### src/rtl/regfile_wb_arb.sv
// regfile_wb_arb: write-back arbiter in front of the register file write port.
// Port A (in-order pipeline) always wins. Port B (long-latency unit) results
// are buffered in a DEPTH-entry FIFO and retire in acceptance order. A newer
// port-A write kills queued port-B entries with the same destination register.
// Optional feature: define REGFILE_WB_STARVE_STALL_EN to build the starvation
// counter that drives o_stall_req. Without it, o_stall_req is tied to 0.
module regfile_wb_arb #(
  parameter int DEPTH        = 4,
  parameter int STARVE_LIMIT = 8
) (
  input  logic        clk,
  input  logic        rst,
  input  logic        i_a_valid,
  input  logic [4:0]  i_a_addr,
  input  logic [31:0] i_a_data,
  input  logic        i_b_valid,
  output logic        o_b_ready,
  input  logic [4:0]  i_b_addr,
  input  logic [31:0] i_b_data,
  output logic        o_wreg_en,
  output logic [4:0]  o_wreg_addr,
  output logic [31:0] o_wreg_data,
  output logic [31:0] o_pend_mask,
  output logic        o_stall_req
);

  localparam int PW = $clog2(DEPTH);
  localparam int CW = PW + 1;
  localparam logic [CW-1:0] DEPTH_C = CW'(DEPTH);

  logic [4:0]       addr_mem [DEPTH];
  logic [31:0]      data_mem [DEPTH];
  logic [DEPTH-1:0] live_reg;
  logic [DEPTH-1:0] live_next;
  logic [PW-1:0]    wr_ptr_reg;
  logic [PW-1:0]    rd_ptr_reg;
  logic [CW-1:0]    count_reg;

  logic a_win;
  logic fifo_empty;
  logic head_live;
  logic push;
  logic pop;
  logic kill_new;

  assign a_win      = i_a_valid && (i_a_addr != 5'd0);
  assign fifo_empty = (count_reg == '0);
  assign head_live  = !fifo_empty && live_reg[rd_ptr_reg];
  // Killed heads drain even while port A owns the write port.
  assign pop        = !fifo_empty && (!live_reg[rd_ptr_reg] || !a_win);
  // Readiness comes from registered occupancy only: no pop-through.
  assign o_b_ready  = !rst && (count_reg < DEPTH_C);
  // Address-0 results are accepted but never stored.
  assign push       = i_b_valid && o_b_ready && (i_b_addr != 5'd0);
  // A same-edge port-A write to the same register is newer than the B result.
  assign kill_new   = a_win && (i_b_addr == i_a_addr);

  // Per-entry live bit: set on enqueue, cleared on pop or on a port-A kill.
  generate
    for (genvar gi = 0; gi < DEPTH; gi++) begin : g_live
      assign live_next[gi] =
          (push && (wr_ptr_reg == PW'(gi))) ? !kill_new :
          (pop  && (rd_ptr_reg == PW'(gi))) ? 1'b0 :
          (a_win && (addr_mem[gi] == i_a_addr)) ? 1'b0 :
          live_reg[gi];
    end
  endgenerate

  // FIFO pointers, occupancy and live bits.
  always_ff @(posedge clk) begin
    if (rst) begin
      wr_ptr_reg <= '0;
      rd_ptr_reg <= '0;
      count_reg  <= '0;
      live_reg   <= '0;
    end else begin
      live_reg <= live_next;
      if (push) wr_ptr_reg <= wr_ptr_reg + 1'b1;
      if (pop)  rd_ptr_reg <= rd_ptr_reg + 1'b1;
      if (push && !pop)      count_reg <= count_reg + 1'b1;
      else if (pop && !push) count_reg <= count_reg - 1'b1;
    end
  end

  // FIFO payload storage; contents are meaningless while the live bit is 0.
  always_ff @(posedge clk) begin
    if (push) begin
      addr_mem[wr_ptr_reg] <= i_b_addr;
      data_mem[wr_ptr_reg] <= i_b_data;
    end
  end

  // Registered write port: port A first, then a live FIFO head, else idle.
  always_ff @(posedge clk) begin
    if (rst) begin
      o_wreg_en   <= 1'b0;
      o_wreg_addr <= '0;
      o_wreg_data <= '0;
    end else if (a_win) begin
      o_wreg_en   <= 1'b1;
      o_wreg_addr <= i_a_addr;
      o_wreg_data <= i_a_data;
    end else if (head_live) begin
      o_wreg_en   <= 1'b1;
      o_wreg_addr <= addr_mem[rd_ptr_reg];
      o_wreg_data <= data_mem[rd_ptr_reg];
    end else begin
      o_wreg_en   <= 1'b0;
    end
  end

  // Pending-write mask: one-hot destination of every live entry.
  always_comb begin
    o_pend_mask = '0;
    for (int i = 0; i < DEPTH; i++) begin
      if (live_reg[i]) o_pend_mask = o_pend_mask | (32'd1 << addr_mem[i]);
    end
  end

`ifdef REGFILE_WB_STARVE_STALL_EN
  localparam int SW = $clog2(STARVE_LIMIT + 1);
  localparam logic [SW-1:0] LIMIT_C = SW'(STARVE_LIMIT);
  logic [SW-1:0] starve_cnt_reg;

  // Count cycles a live head is held off by port A; saturates at the limit.
  always_ff @(posedge clk) begin
    if (rst || fifo_empty || pop) begin
      starve_cnt_reg <= '0;
    end else if (head_live && (starve_cnt_reg < LIMIT_C)) begin
      starve_cnt_reg <= starve_cnt_reg + 1'b1;
    end
  end

  assign o_stall_req = (starve_cnt_reg >= LIMIT_C);
`else
  assign o_stall_req = 1'b0;
`endif

endmodule

### config.mk
export PLATFORM = sky130hd
export DESIGN_NAME = regfile_wb_arb
export DESIGN_NICKNAME = d
export VERILOG_FILES = /design/src/rtl/regfile_wb_arb.sv
export SDC_FILE = /design/constraint.sdc
export NUM_CORES = 1
export LEC_CHECK = 0
export CORE_MARGIN = 3
export CORE_UTILIZATION = 58
export DETAILED_ROUTE_END_ITERATION = 8
export PLACE_DENSITY = 0.86
export SYNTH_ARGS = -nofsm -noshare
export SYNTH_HDL_FRONTEND = slang
export SYNTH_SLANG_ARGS = --single-unit
### constraint.sdc
create_clock -name clk -period 6.21 [get_ports clk]
set_clock_uncertainty 0.15 [all_clocks]
set_input_delay 1.242 -clock clk [delete_from_list [all_inputs] [get_ports clk]]
set_output_delay 1.242 -clock clk [all_outputs]
set_load 0.03 [all_outputs]
# [Yosys cells after proc, flatten, opt, wreduce, memory -nomap -nowiden]
# Memories as Yosys holds them, arrays and structs flattened. A register that Yosys moved wholly into a read port is not among the register bits.
# Index checks and enable logic that the tools add are counted.
[totals] regBits=49 output_inout_bits=72 memories=2 ramBits=148 inputBits=78
[mem_list] name="data_mem" words=4 word_bits=32 read_ports=1 rd_ports_with_merged_regs=1 wr=1 line_no="32" rtl="logic [31:0] data_mem [DEPTH];"
[mem_list] name="addr_mem" words=4 word_bits=5 read_ports=5 rd_ports_with_merged_regs=1 wr=1 line_no="31" rtl="logic [4:0] addr_mem [DEPTH];"
[classes] n_addsub=4 eq_ne=11 n_mux=32 n_lt_le_gt_ge=2 shifts=4 n_reduce_logical=40 n_bitwise=3
[op_table] operator="$mux W32" n=6
[op_table] operator="$shl A1 B5 Y32 const A" n=4
[op_table] operator="$or A32 B32 Y32" n=3
[op_table] operator="$eq A5 B5 Y1" n=5
[op_table] operator="$logic_and A1 B1 Y1" n=21
[op_table] operator="$mux W1" n=17
[op_table] operator="$reduce_bool A3 Y1" n=4
[op_table] operator="$mux W5" n=2
[op_table] operator="$reduce_bool A5 Y1" n=2
[op_table] operator="$eq A2 B2 Y1 const B" n=4
[op_table] operator="$mux W2" n=4
[op_table] operator="$logic_not A1 Y1" n=7
[op_table] operator="$mux W3" n=2
[op_table] operator="$add A2 B1 Y2 const B" n=2
[op_table] operator="$eq A2 B1 Y1 const B" n=2
[op_table] operator="$logic_not A2 Y1" n=2
[op_table] operator="$reduce_bool A2 Y1" n=2
[op_table] operator="$add A3 B1 Y3 const B" n=1
[op_table] operator="$logic_not A3 Y1" n=1
[op_table] operator="$lt A2 B3 Y1 const B" n=1
[op_table] operator="$lt A3 B3 Y1 const B" n=1
[op_table] operator="$sub A3 B1 Y3 const B" n=1
[op_table] operator="$bmux W1 S2" n=1
[op_table] operator="$logic_or A1 B1 Y1" n=1

# [Longest topological paths before layout]
# An unclocked memory read counts as a cell.
[logic_depth] depth_word=9 ltp_mapped=11 mapped_depth_nobuf=10

# [Worst setup path before layout]
# OpenSTA, ideal clock, no wires.
[synth_path] path_kind="input to register" from="input port rst" to="register count_reg[2]" cell_stages=9 path_slack_ps=2651 n_path_buf=1 arrival_time_ps=3338 setup_ps=70 t_required_ps=5990 cell_sequence="nor2_1 -> o311a_1 -> buf_2 -> ha_1 -> inv_1 -> fa_1 -> xor2_1 -> or3_1 -> a21oi_1"
[synth_via] elab_chain_len=7 word_cells_on_any_way=9
[synth_rtl] element="start: declaration" line_no="12" rtl="input logic rst,"
[synth_rtl] element="$logic_not A1 Y1 *" line_no="52" rtl="assign o_b_ready = !rst && (count_reg < DEPTH_C);"
[synth_rtl] element="$logic_and A1 B1 Y1 *" line_no="52"
[synth_rtl] element="$logic_and A1 B1 Y1 * (2 in series)" line_no="54" rtl="assign push = i_b_valid && o_b_ready && (i_b_addr != 5'd0);"
[synth_rtl] element="named net push" line_no="42" rtl="logic push;"
[synth_rtl] element="$logic_not A1 Y1" line_no="81" rtl="else if (pop && !push) count_reg <= count_reg - 1'b1;"
[synth_rtl] element="$logic_and A1 B1 Y1" line_no="81"
[synth_rtl] element="$reduce_bool A2 Y1 (no source line)"
[synth_rtl] element="end signal: assignment" line_no="80" rtl="if (push && !pop) count_reg <= count_reg + 1'b1;"
[synth_rtl] element="end signal: assignment" line_no="81"
[synth_rtl] element="end: declaration" line_no="37" rtl="logic [CW-1:0] count_reg;"
# Mark *: on every way through the listed nets, which the timed path passes. The rest lies on a longest branch.
# A chain may end at the register's enable or synchronous reset.

# [Worst setup path in the final report]
[layout_path] from="register live_reg[1]" to="output port o_pend_mask[10]"
[layout_via] elab_chain_len=5
[layout_rtl] element="start: declaration" line_no="33" rtl="logic [DEPTH-1:0] live_reg;"
[layout_rtl] element="start signal: assignment" line_no="77" rtl="live_reg <= live_next;"
[layout_rtl] element="$mux W32 *" line_no="116" rtl="if (live_reg[i]) o_pend_mask = o_pend_mask | (32'd1 << addr_mem[i]);"
[layout_rtl] element="$or A32 B32 Y32" line_no="116"
[layout_rtl] element="$mux W32 *" line_no="116"
[layout_rtl] element="$or A32 B32 Y32" line_no="116"
[layout_rtl] element="$mux W32 *" line_no="116"
[layout_rtl] element="end: declaration" line_no="23" rtl="output logic [31:0] o_pend_mask,"
# Every way passes the cells marked *; elsewhere a longest branch is shown, timed or not.

==> results by group <==
Run status
  – Status: finished clean

STA
  – TNS Setup: 0 ns
  – Hold WS: 0.333 ns
  – Slew headroom: approximately 10%
  – Fin crit period: 4.52 ns
  – Unrepaired setup endpoints after global routing: no
  – Slew @ Worst Pin: 1.35 ns
  – Final hold violation count: 0
  – Fin. max-slew vios: 0
  – # setup viols final: 0
  – Tcrit/Tclk final: 72.8%
  – Achievable Freq: 221 MHz

Logic synthesis
  – Number of flops mapped to enable cells by yosys: 148
  – Synth cell types: 49
  – Top cells by count, synth: 148 x edfxtp_1, 70 x nor2_1, 63 x nor3_1
  – Count leader, synth: edfxtp_1
  – Yosys warning total: 0
  – Syn nets: 811
  – Mapped Cells: between 700 and 800
  – Avg Synthesized Cell Area: 12.7 sq um
  – Post-synth top area share: roughly half
  – Async SR Flop Fraction: 0%
  – Seq/Total Area, Yosys: 59.5%
  – FF+latch count, synth: 199
  – Most area-hungry cell type in the Yosys netlist: edfxtp_1
  – Top cells by area, synth: edfxtp_1 48%, dfxtp_1 11%, mux4_2 9.3%
  – Cell area after synthesis: 9190 sq um
  – Predominant post-synthesis flop cell: edfxtp_1

Final layout
  – Max reg flops: 128
  – Largest regs: data_mem: 128 flops, o_wreg_data: 32 flops, addr_mem: 20 flops
  – Share of layout cells above drive strength 1: 12.3%
  – Ant. Diodes: 0
  – Reg with most FFs: data_mem
  – Area grow syn2layout: 23.6%
  – Final-stage net count: about 930
  – FILL cells: 960

Floorplanning
  – IO Count: 150
  – Core Rows: 45
  – Initial Util: between 50% and 60%
  – Core area: 15400 sq um
  – Die width: 132 um
  – Die Area: 17400 sq um
  – Die Ht: 132 um

Power
  – Power share of the combinational group: 24.0%
  – P_leak: 3.64 nW
  – Power Density: 321 nW/um^2
  – Peak VDD IR: 278 uV
  – Clk pwr share: about 30%
  – Reg power frac: 45.9%
  – Pint: approximately 2.5 mW
  – Switching share of power: a little under a third
  – P_sw: between 1 and 1.5 mW

Route
  – Residual DRC: 0
  – Initial drt markers: 868
  – Wire length on met2: 12700 um
  – WL met1: just under 10000 um
  – DR pass1 iterations: 6
  – Vias: between 6000 and 7000
  – Post-DRT Antenna Nets: 0
  – Vias per cell: 6.46
  – Met3 WL post-DR: 2380 um
  – WL final: 25800 um
  – Drt wl/cell: 24.1 um
  – DR top layer: met5

Placement
  – Routability cong.: 0.972
  – Port Buffers: roughly 150
  – Post-DP HPWL: 17000 um

Critical path
  – Crit Path Class: reg -> out
  – Slowest-stage cell, CP: nor3_1
  – Required time worst endpoint: 4.82 ns
  – CP arrival: 3.13 ns
  – Worst Path Max Fanout: 8
  – Critical Path Source Type: flip-flop
  – CP cell instances: inv_1 > nor3_1 > a22oi_1 > o211ai_1 > clkdlybuf4s50_1
  – CP endpoint kind: primary output
  – Critical Path Max Stage Delay: between 1 and 1.5 ns

Hold path
  – Hold Crit Class: reg -> reg

Clocking
  – CTS H-tree depth: 4
  – Reg clk slew, reported paths: 0.08 ns
  – CTS Buffer Depth: 2
  – Post-cts sizing count: 0
  – CTS Hold Bufs: 0
  – Post-CTS Setup Inserts: 0
  – CTS Buf Count: 17
  – Clock root cell: clkbuf_16
  – CTS tree: yes
  – Worst-Skew Late Latency: 0.44 ns
  – CTS Sinks: roughly 200

Flow run
  – Maxcap violations: 0

Global routing
  – Global-route usage over all layers: 30.0%
  – Largest net degree at the start of global routing: 52
  – Grt total ovfl: 0
  – Initial antenna violation count: 1
  – Number of global-route vias before repair: 6940
  – First-pass GRT wire length: a little over 40000 um
==> cell usage in the layout (no fill, tap or decap), types with 5 or more instances in the layout <==
cell type	count
clkbuf_16	17
nand3_1	8
xnor2_1	16
o21ai_0	11
nor4_2	9
inv_8	9
nand2_1	59
clkdlybuf4s50_1	147
nor4_1	30
a311oi_1	5
nor2b_1	6
edfxtp_1	148
a22oi_1	22
o32ai_1	5
buf_4	10
nor2_1	70
mux4_2	38
dfxtp_1	49
xor2_1	12
or3_1	6
inv_1	12
ha_1	9
a21oi_1	7
nor3_2	8
nand2b_1	9
o211ai_1	12
nor3_1	63
==> power groups by stage <==
stage | Combinational, mW | Clock (mW) | Sequential (mW)
2_1_floorplan | 0.578 | 0 | 1.68
3_3_place_gp | 0.828 | 0 | 1.69
3_5_place_dp | 0.858 | 0 | 1.70
4_1_cts | 0.878 | 1.10 | 1.67
5_1_grt | 0.937 | 1.16 | 1.69
6_report | 0.876 | 1.10 | 1.67
==> per-stage QoR <==
stage / area (sq um) / setup slack, ns / std cells / utilization (%) / total power, mW
4_1_cts: 11400 / 1.73 / 1070 / 73.9 / 3.65
6_report: 11400 / 1.69 / 1070 / 73.9 / 3.64
3_5_place_dp: 10800 / 1.88 / 1038 / 70.0 / 2.56
2_1_floorplan: 9190 / 2.65 / 723 / - / 2.26
3_3_place_gp: 10800 / 2.03 / 1038 / 70.0 / 2.52
5_1_grt: 11400 / 1.63 / 1070 / 73.9 / 3.78
==> area by class of cell <==
class                   count  area [sq um]  share of cell area [%]
inverters                  16          60.1                   0.529
clock buffers              17           425                    3.75
multi-input cells         454          3420                    30.1
clock inverters            15           169                    1.49
well taps                 211           264                    2.33
repair buffers            158          1550                    13.7
flip-flops and latches    199          5470                    48.2
==> worst paths after layout <==
path	startpoint	to	slack [ns]	cells after the start
worst max-delay path	live_reg[1]$_SDFFE_PP0P_	o_pend_mask[10]	1.69	5
worst min-delay path	o_wreg_addr[1]$_SDFFE_PP0P_	o_wreg_addr[1]$_SDFFE_PP0P_	0.33	2
worst max register to register	rd_ptr_reg[0]$_SDFFE_PP0P_	count_reg[1]$_SDFFE_PP0P_	3.50	9
worst min register to register	o_wreg_addr[1]$_SDFFE_PP0P_	o_wreg_addr[1]$_SDFFE_PP0P_	0.33	2
==> kinds of logic (layout without fill, tap and decap cells) <==
logic type	after synthesis	in the layout	synth area share [%]
AO/OA/AOI/OAI	84	84	6.91
flip-flops	199	199	59.5
AND/OR/NAND/NOR	291	291	16.5
multiplexers	40	40	9.53
XOR/XNOR	28	28	2.67
other	1	1	0.0408
adder cells (fa/ha/maj)	10	10	1.44
buffers and inverters	70	206	3.45
==> routing by layer <==
metal | track usage, % | vias to the layer above
li1 | - | 3015
met3 | 7.44 | 77
met2 | 49.6 | 461
met1 | 38.1 | 3353
met4 | 12.6 | 2
met5 | 0 | -
==> worst max-delay path, delay by kind of cell, from the launching register on <==
family / cells / cell delay, ns
AO/OA/AOI/OAI: 2 / 0.41
buffers and inverters: 2 / 0.84
flip-flops: 1 / 0.40
AND/OR/NAND/NOR: 1 / 1.04
(Power assumes the default switching activity.)
